**src/rtl/bcd_fract_cvt_arb.sv**
```systemverilog
// Round-robin arbiter that shares one iterative binary-fraction-to-BCD converter among NREQ requesters.
// Optional watchdog on the converter's done flag: define BCD_FRACT_CVT_ARB_TIMEOUT_EN.
`timescale 1ns/1ps

module bcd_fract_cvt_arb #(
  parameter  int NREQ = 4,
  parameter  int WID  = 116,
  localparam int OWID = (WID + (WID - 4) / 3 + 3) & -4,
  localparam int IDW  = $clog2(NREQ)
) (
  input  logic                 clk,
  input  logic                 rst_n,
  input  logic [NREQ-1:0]      req_valid,
  input  logic [NREQ*WID-1:0]  req_data,
  output logic [NREQ-1:0]      req_ready,
  output logic                 rsp_valid,
  input  logic                 rsp_ready,
  output logic [IDW-1:0]       rsp_id,
  output logic [OWID-1:0]      rsp_data,
  output logic                 cvt_ld,
  output logic [WID-1:0]       cvt_i,
  input  logic [OWID-1:0]      cvt_o,
  input  logic                 cvt_done,
  output logic                 busy
`ifdef BCD_FRACT_CVT_ARB_TIMEOUT_EN
  ,
  output logic                 rsp_err
`endif
);

  typedef enum logic [1:0] {IDLE, ISSUE, BUSY, RESP} state_t;

  state_t              state, state_d;
  logic [IDW-1:0]      rr_ptr, rr_ptr_d;
  logic [IDW-1:0]      id, id_d;
  logic [NREQ-1:0]     req_ready_d;
  logic                rsp_valid_d;
  logic [IDW-1:0]      rsp_id_d;
  logic [OWID-1:0]     rsp_data_d;
  logic                cvt_ld_d;
  logic [WID-1:0]      cvt_i_d;

  logic                gnt_found;
  logic [IDW-1:0]      gnt;
  int                  idx;

`ifdef BCD_FRACT_CVT_ARB_TIMEOUT_EN
  localparam int LIMIT = OWID / 4 + 8;
  localparam int WDW   = $clog2(LIMIT);
  logic [WDW-1:0]      wd, wd_d;
  logic                rsp_err_d;
`endif

  // Circular first-set search starting at rr_ptr.
  always_comb begin
    gnt_found = 1'b0;
    gnt       = '0;
    idx       = 0;
    for (int i = 0; i < NREQ; i++) begin
      idx = int'(rr_ptr) + i;
      if (idx >= NREQ) idx = idx - NREQ;
      if (!gnt_found && req_valid[IDW'(idx)]) begin
        gnt_found = 1'b1;
        gnt       = IDW'(idx);
      end
    end
  end

  always_comb begin
    // NOTE: every target gets a default before the case, so no path can infer a latch.
    state_d     = state;
    rr_ptr_d    = rr_ptr;
    id_d        = id;
    req_ready_d = '0;
    cvt_ld_d    = 1'b0;
    cvt_i_d     = cvt_i;
    rsp_valid_d = rsp_valid;
    rsp_id_d    = rsp_id;
    rsp_data_d  = rsp_data;
`ifdef BCD_FRACT_CVT_ARB_TIMEOUT_EN
    wd_d        = wd;
    rsp_err_d   = rsp_err;
`endif
    case (state)
      IDLE: begin
        if (gnt_found) begin
          req_ready_d[gnt] = 1'b1;
          cvt_ld_d         = 1'b1;
          cvt_i_d          = req_data[int'(gnt)*WID +: WID];
          id_d             = gnt;
          rr_ptr_d         = (int'(gnt) == NREQ - 1) ? '0 : gnt + IDW'(1);
          state_d          = ISSUE;
        end
      end
      ISSUE: begin
        // done is still high from the previous idle period here, so it is not sampled.
        state_d = BUSY;
`ifdef BCD_FRACT_CVT_ARB_TIMEOUT_EN
        wd_d    = '0;
`endif
      end
      BUSY: begin
        if (cvt_done) begin
          rsp_data_d  = cvt_o;
          rsp_id_d    = id;
          rsp_valid_d = 1'b1;
          state_d     = RESP;
`ifdef BCD_FRACT_CVT_ARB_TIMEOUT_EN
          rsp_err_d   = 1'b0;
        end else if (wd == WDW'(LIMIT - 1)) begin
          rsp_data_d  = '0;
          rsp_id_d    = id;
          rsp_valid_d = 1'b1;
          rsp_err_d   = 1'b1;
          state_d     = RESP;
        end else begin
          wd_d        = wd + WDW'(1);
`endif
        end
      end
      RESP: begin
        if (rsp_ready) begin
          rsp_valid_d = 1'b0;
          state_d     = IDLE;
        end
      end
      default: state_d = IDLE;
    endcase
  end

  always_ff @(posedge clk or negedge rst_n) begin
    if (!rst_n) begin
      state     <= IDLE;
      rr_ptr    <= '0;
      id        <= '0;
      req_ready <= '0;
      rsp_valid <= 1'b0;
      rsp_id    <= '0;
      rsp_data  <= '0;
      cvt_ld    <= 1'b0;
      cvt_i     <= '0;
`ifdef BCD_FRACT_CVT_ARB_TIMEOUT_EN
      wd        <= '0;
      rsp_err   <= 1'b0;
`endif
    end else begin
      // NOTE: non-blocking updates so every register samples the pre-edge values.
      state     <= state_d;
      rr_ptr    <= rr_ptr_d;
      id        <= id_d;
      req_ready <= req_ready_d;
      rsp_valid <= rsp_valid_d;
      rsp_id    <= rsp_id_d;
      rsp_data  <= rsp_data_d;
      cvt_ld    <= cvt_ld_d;
      cvt_i     <= cvt_i_d;
`ifdef BCD_FRACT_CVT_ARB_TIMEOUT_EN
      wd        <= wd_d;
      rsp_err   <= rsp_err_d;
`endif
    end
  end

  assign busy = (state != IDLE);

endmodule

```
**config.mk**
```make
export PLATFORM = sky130hd
export DESIGN_NAME = bcd_fract_cvt_arb
export DESIGN_NICKNAME = d
export VERILOG_FILES = /design/src/rtl/bcd_fract_cvt_arb.sv
export SDC_FILE = /design/constraint.sdc
export NUM_CORES = 1
export LEC_CHECK = 0
export ABC_AREA = 1
export CAP_MARGIN = 20
export CORE_AREA = 2 2 350 352
export DETAILED_ROUTE_END_ITERATION = 16
export DIE_AREA = 0 0 352 354
export SKIP_LAST_GASP = 1
export SLEW_MARGIN = 20
export SYNTH_ARGS = -nofsm -noshare
export SYNTH_HDL_FRONTEND = slang
export SYNTH_SLANG_ARGS = --single-unit
```
**constraint.sdc**
```tcl
create_clock -name clk -period 2.1 [get_ports clk]
set_input_delay 0.42 -clock clk [delete_from_list [all_inputs] [get_ports clk]]
set_output_delay 0.42 -clock clk [all_outputs]
set_load 0.03 [all_outputs]
```
==> out/results.tsv <==
stage	metric	value	unit
worst_setup_path	Worst Path Required	2.58	ns
detailed_routing	Routed Antenna Nets	0	
layout	fin nets	3973	
detailed_routing	initial drt markers	1406	
sta	Post-Route Setup TNS	-23.65	ns
synth	Yosys top cell area share	41.6	%
synth	Synth area leader	dfrtp_1	
worst_setup_path	Largest stage delay, worst path	0.48	ns
detailed_routing	vias per cell	4.03	
detailed_routing	final wirelength	107	mm
sta	Setup-failing EPs final	187	
floorplanning	height of the die	354	µm
floorplanning	core region area	121000	µm²
worst_hold_path	HP Class	in -> async	
global_route	gr usage total	15.9	%
floorplanning	IO Pins	909	
worst_setup_path	flop2flop setup slack	-0.24	ns
global_route	grt total ovfl	0	
placement	GP Congestion	0.930	
floorplanning	row cnt	128	
worst_setup_path	R2R Path Start	rr_ptr[0]	
worst_setup_path	Worst EP arrival	2.82	ns
sta	period utilization	112	%
worst_setup_path	cell mode on critical path	nand2_1	
layout	Layout Area Growth over Synthesis	87.4	%
floorplanning	chip width	352	µm
worst_setup_path	Worst Reg-to-Reg Cells	18	
clocking	Root Driver	clkbuf_16	
power_and_ir_drop	VDD IR max	0.00106	V
outcome	failing checks	setup timing	
sta	hold_ws	0.359	ns
placement	Final HPWL DP	79.8	mm
clocking	CTS tree	yes	
layout	share of cells above drive strength 1	16.3	%
clocking	CTS max path bufs	3	
detailed_routing	drt drc	0	
global_route	first-pass GRT wire length	145	mm
synth	Synth area leaders	dfrtp_1 (42%), nand2_1 (16%), inv_1 (10%)	
sta	Final Max Slew Viols	0	
sta	clk_skew	0.0340	ns
synth	Cells after Synth	2335	
synth	sequential area share after synthesis	41.6	%
worst_setup_path	crit path max fanout	8	
sta	Least-Margin Pin Slew	0.537	ns
sta	final hold violations	0	
sta	FMAX	0.427	GHz
power_and_ir_drop	Leakage	15.7	nW
global_route	vias in the first global route	20000	
sta	crit path time final	2.34	ns
worst_setup_path	Crit Path Class	reg -> reg	
global_route	initial antenna violation count	33	
detailed_routing	drt wl/cell	21.5	µm
placement	IO buf count	908	
clocking	insertion delay of the later-clocked pin in the worst-skew pair	0.61	ns
floorplanning	die area	125000	µm²
worst_setup_path	reg2reg end	cvt_i[37]	
synth	synthesized cell area	17200	µm²
global_route	largest net degree at the start of global routing	58	
synth	Unique masters post-synth	24	
layout	commonest non-fill, non-tap cell in the layout	clkdlybuf4s50_1	
sta	RSZ-0062 raised after global routing	true	
worst_setup_path	Setup crit end kind	flop	
clocking	CTS buffer count	38	
clocking	clock sink total	286	
floorplanning	Initial Util	14.2	%
sta	Slew HR	64.1	%
detailed_routing	DR vias	20200	
sta	PnR worst setup slack	-0.244	ns
synth	syn avg cell area	7.37	µm²
outcome	status	finished, violations left	
power_and_ir_drop	PwrDens	2020	nW/µm²
worst_setup_path	CP startpoint kind	flop	
synth	synth warn	0	
layout	commonest non-fill, non-tap cells in the layout	clkdlybuf4s50_1 (897), nand2_1 (689), inv_1 (480), dfrtp_1 (285), nand4_1 (232)	
worst_setup_path	Worst path slowest cell	dfrtp_2	
clocking	Reg clk slew, reported paths	0.06	ns
worst_setup_path	critical path, cell by cell	clkinvlp_4, nand2_2, nand2_2, nand2_1, nand2_1, nand2_2, buf_6, nand3_4, nand3_4, buf_6, buf_12, buf_12, buf_6, nand2_1, nand3_1, nand2_1, nand2_1, nand2_1	
synth	register bit total from synthesis	286	
detailed_routing	Pre-antenna DRT Iters	6	
job	maxcap violations	0	
clocking	H-tree depth	2	
synth	Mapped Nets	2967	
final cells by class:
type / instances / area (µm²)
timing repair inverter: 2 / 16.3
tap: 1625 / 2030
multi-input combinational: 1394 / 7780
inverter: 485 / 1840
timing repair buffer: 1134 / 12200
antenna: 5 / 12.5
fill: 12900 / 88700
clock inverter: 16 / 159
sequential: 286 / 7160
clock buffer: 52 / 1040
metrics by stage:
step / area (µm²) / setup slack [ns] / util [%] / power [mW] / instances
final: 32200 / -0.244 / 26.7 / 65.0 / 4999
after global routing: 32200 / -0.406 / 26.7 / 69.1 / 4997
after CTS: 31100 / -0.227 / 25.7 / 60.1 / 4947
after detailed placement: 29300 / -0.670 / 24.2 / 51.0 / 4855
after global placement: 29300 / -0.681 / 24.2 / 50.7 / 4855
after floorplan: 17200 / 0.103 / - / 32.2 / 2335
Yosys cell counts, drive strengths merged:
master and n:
nand4 232, a31oi 1, ha 4, nand2 735, nor3 2, inv 485, o21bai 1, o21ai 7
nand3 242, o22ai 1, clkbuf 41, buf 129, dfrtp 286, mux2 156, nor2 10, a21oi 3
what timing repair did:
action / CTS / global route
setup endpoints to repair: 325 / 354
hold buffers: 1 / 0
gates cloned: 11 / 20
pin swaps: 6 / 27
endpoints found under the hold margin: 32 / 0
resized for setup: 38 / 119
buffers inserted: 12 / 27
layer usage:
layer  wire, µm  up-vias  GRT usage [%]
met4       4270       20           5.55
met1      44300     9565           19.5
met2      50600     1006           26.9
li1           -     9351              -
met3       8050      213           4.30
met5        132        -              0
critical path: cells and delay by family, from the launching register on:
| kind | cells | cell delay (ns) |
|---|---|---|
| flops | 1 | 0.48 |
| buf+inv | 6 | 0.84 |
| simple gates | 12 | 0.89 |
how the worst max path moves through the flow:
stage / slack (ns) / start / to / cells past startpoint
finish: -0.24 / rr_ptr[0] / cvt_i[37] / 18
global route: -0.41 / rr_ptr[0] / cvt_i[37] / 18
CTS: -0.23 / rr_ptr[0] / cvt_i[79] / 17
detailed placement: -0.67 / req_valid[1] / cvt_i[15] / 15
global placement: -0.68 / req_valid[2] / cvt_i[15] / 15
floorplan: 0.10 / rr_ptr[0] / rr_ptr[1] / 14
registers in the layout (all words and copies together) (netlist names):
signal	flops
rsp_data	156
cvt_i	116
req_ready	4
id	2
rr_ptr	2
rsp_id	2
state	2
cvt_ld	1
rsp_valid	1
logic make-up after synthesis:
| kind of cell | after synthesis | share of synthesized area [%] |
|---|---|---|
| buffers and inverters | 655 | 15.6 |
| AOI/OAI and AO/OA | 13 | 0.407 |
| DFF | 286 | 41.6 |
| adders and majority gates | 4 | 0.291 |
| and+or+nand+nor | 1221 | 31.9 |
| muxes | 156 | 10.2 |
where the power goes:
group | internal (mW) | leakage (nW) | switching (mW)
logic | 21.0 | 11.7 | 27.5
clock network | 3.64 | 0.592 | 2.87
registers | 8.35 | 3.46 | 1.66
(Power assumes the default switching activity.)
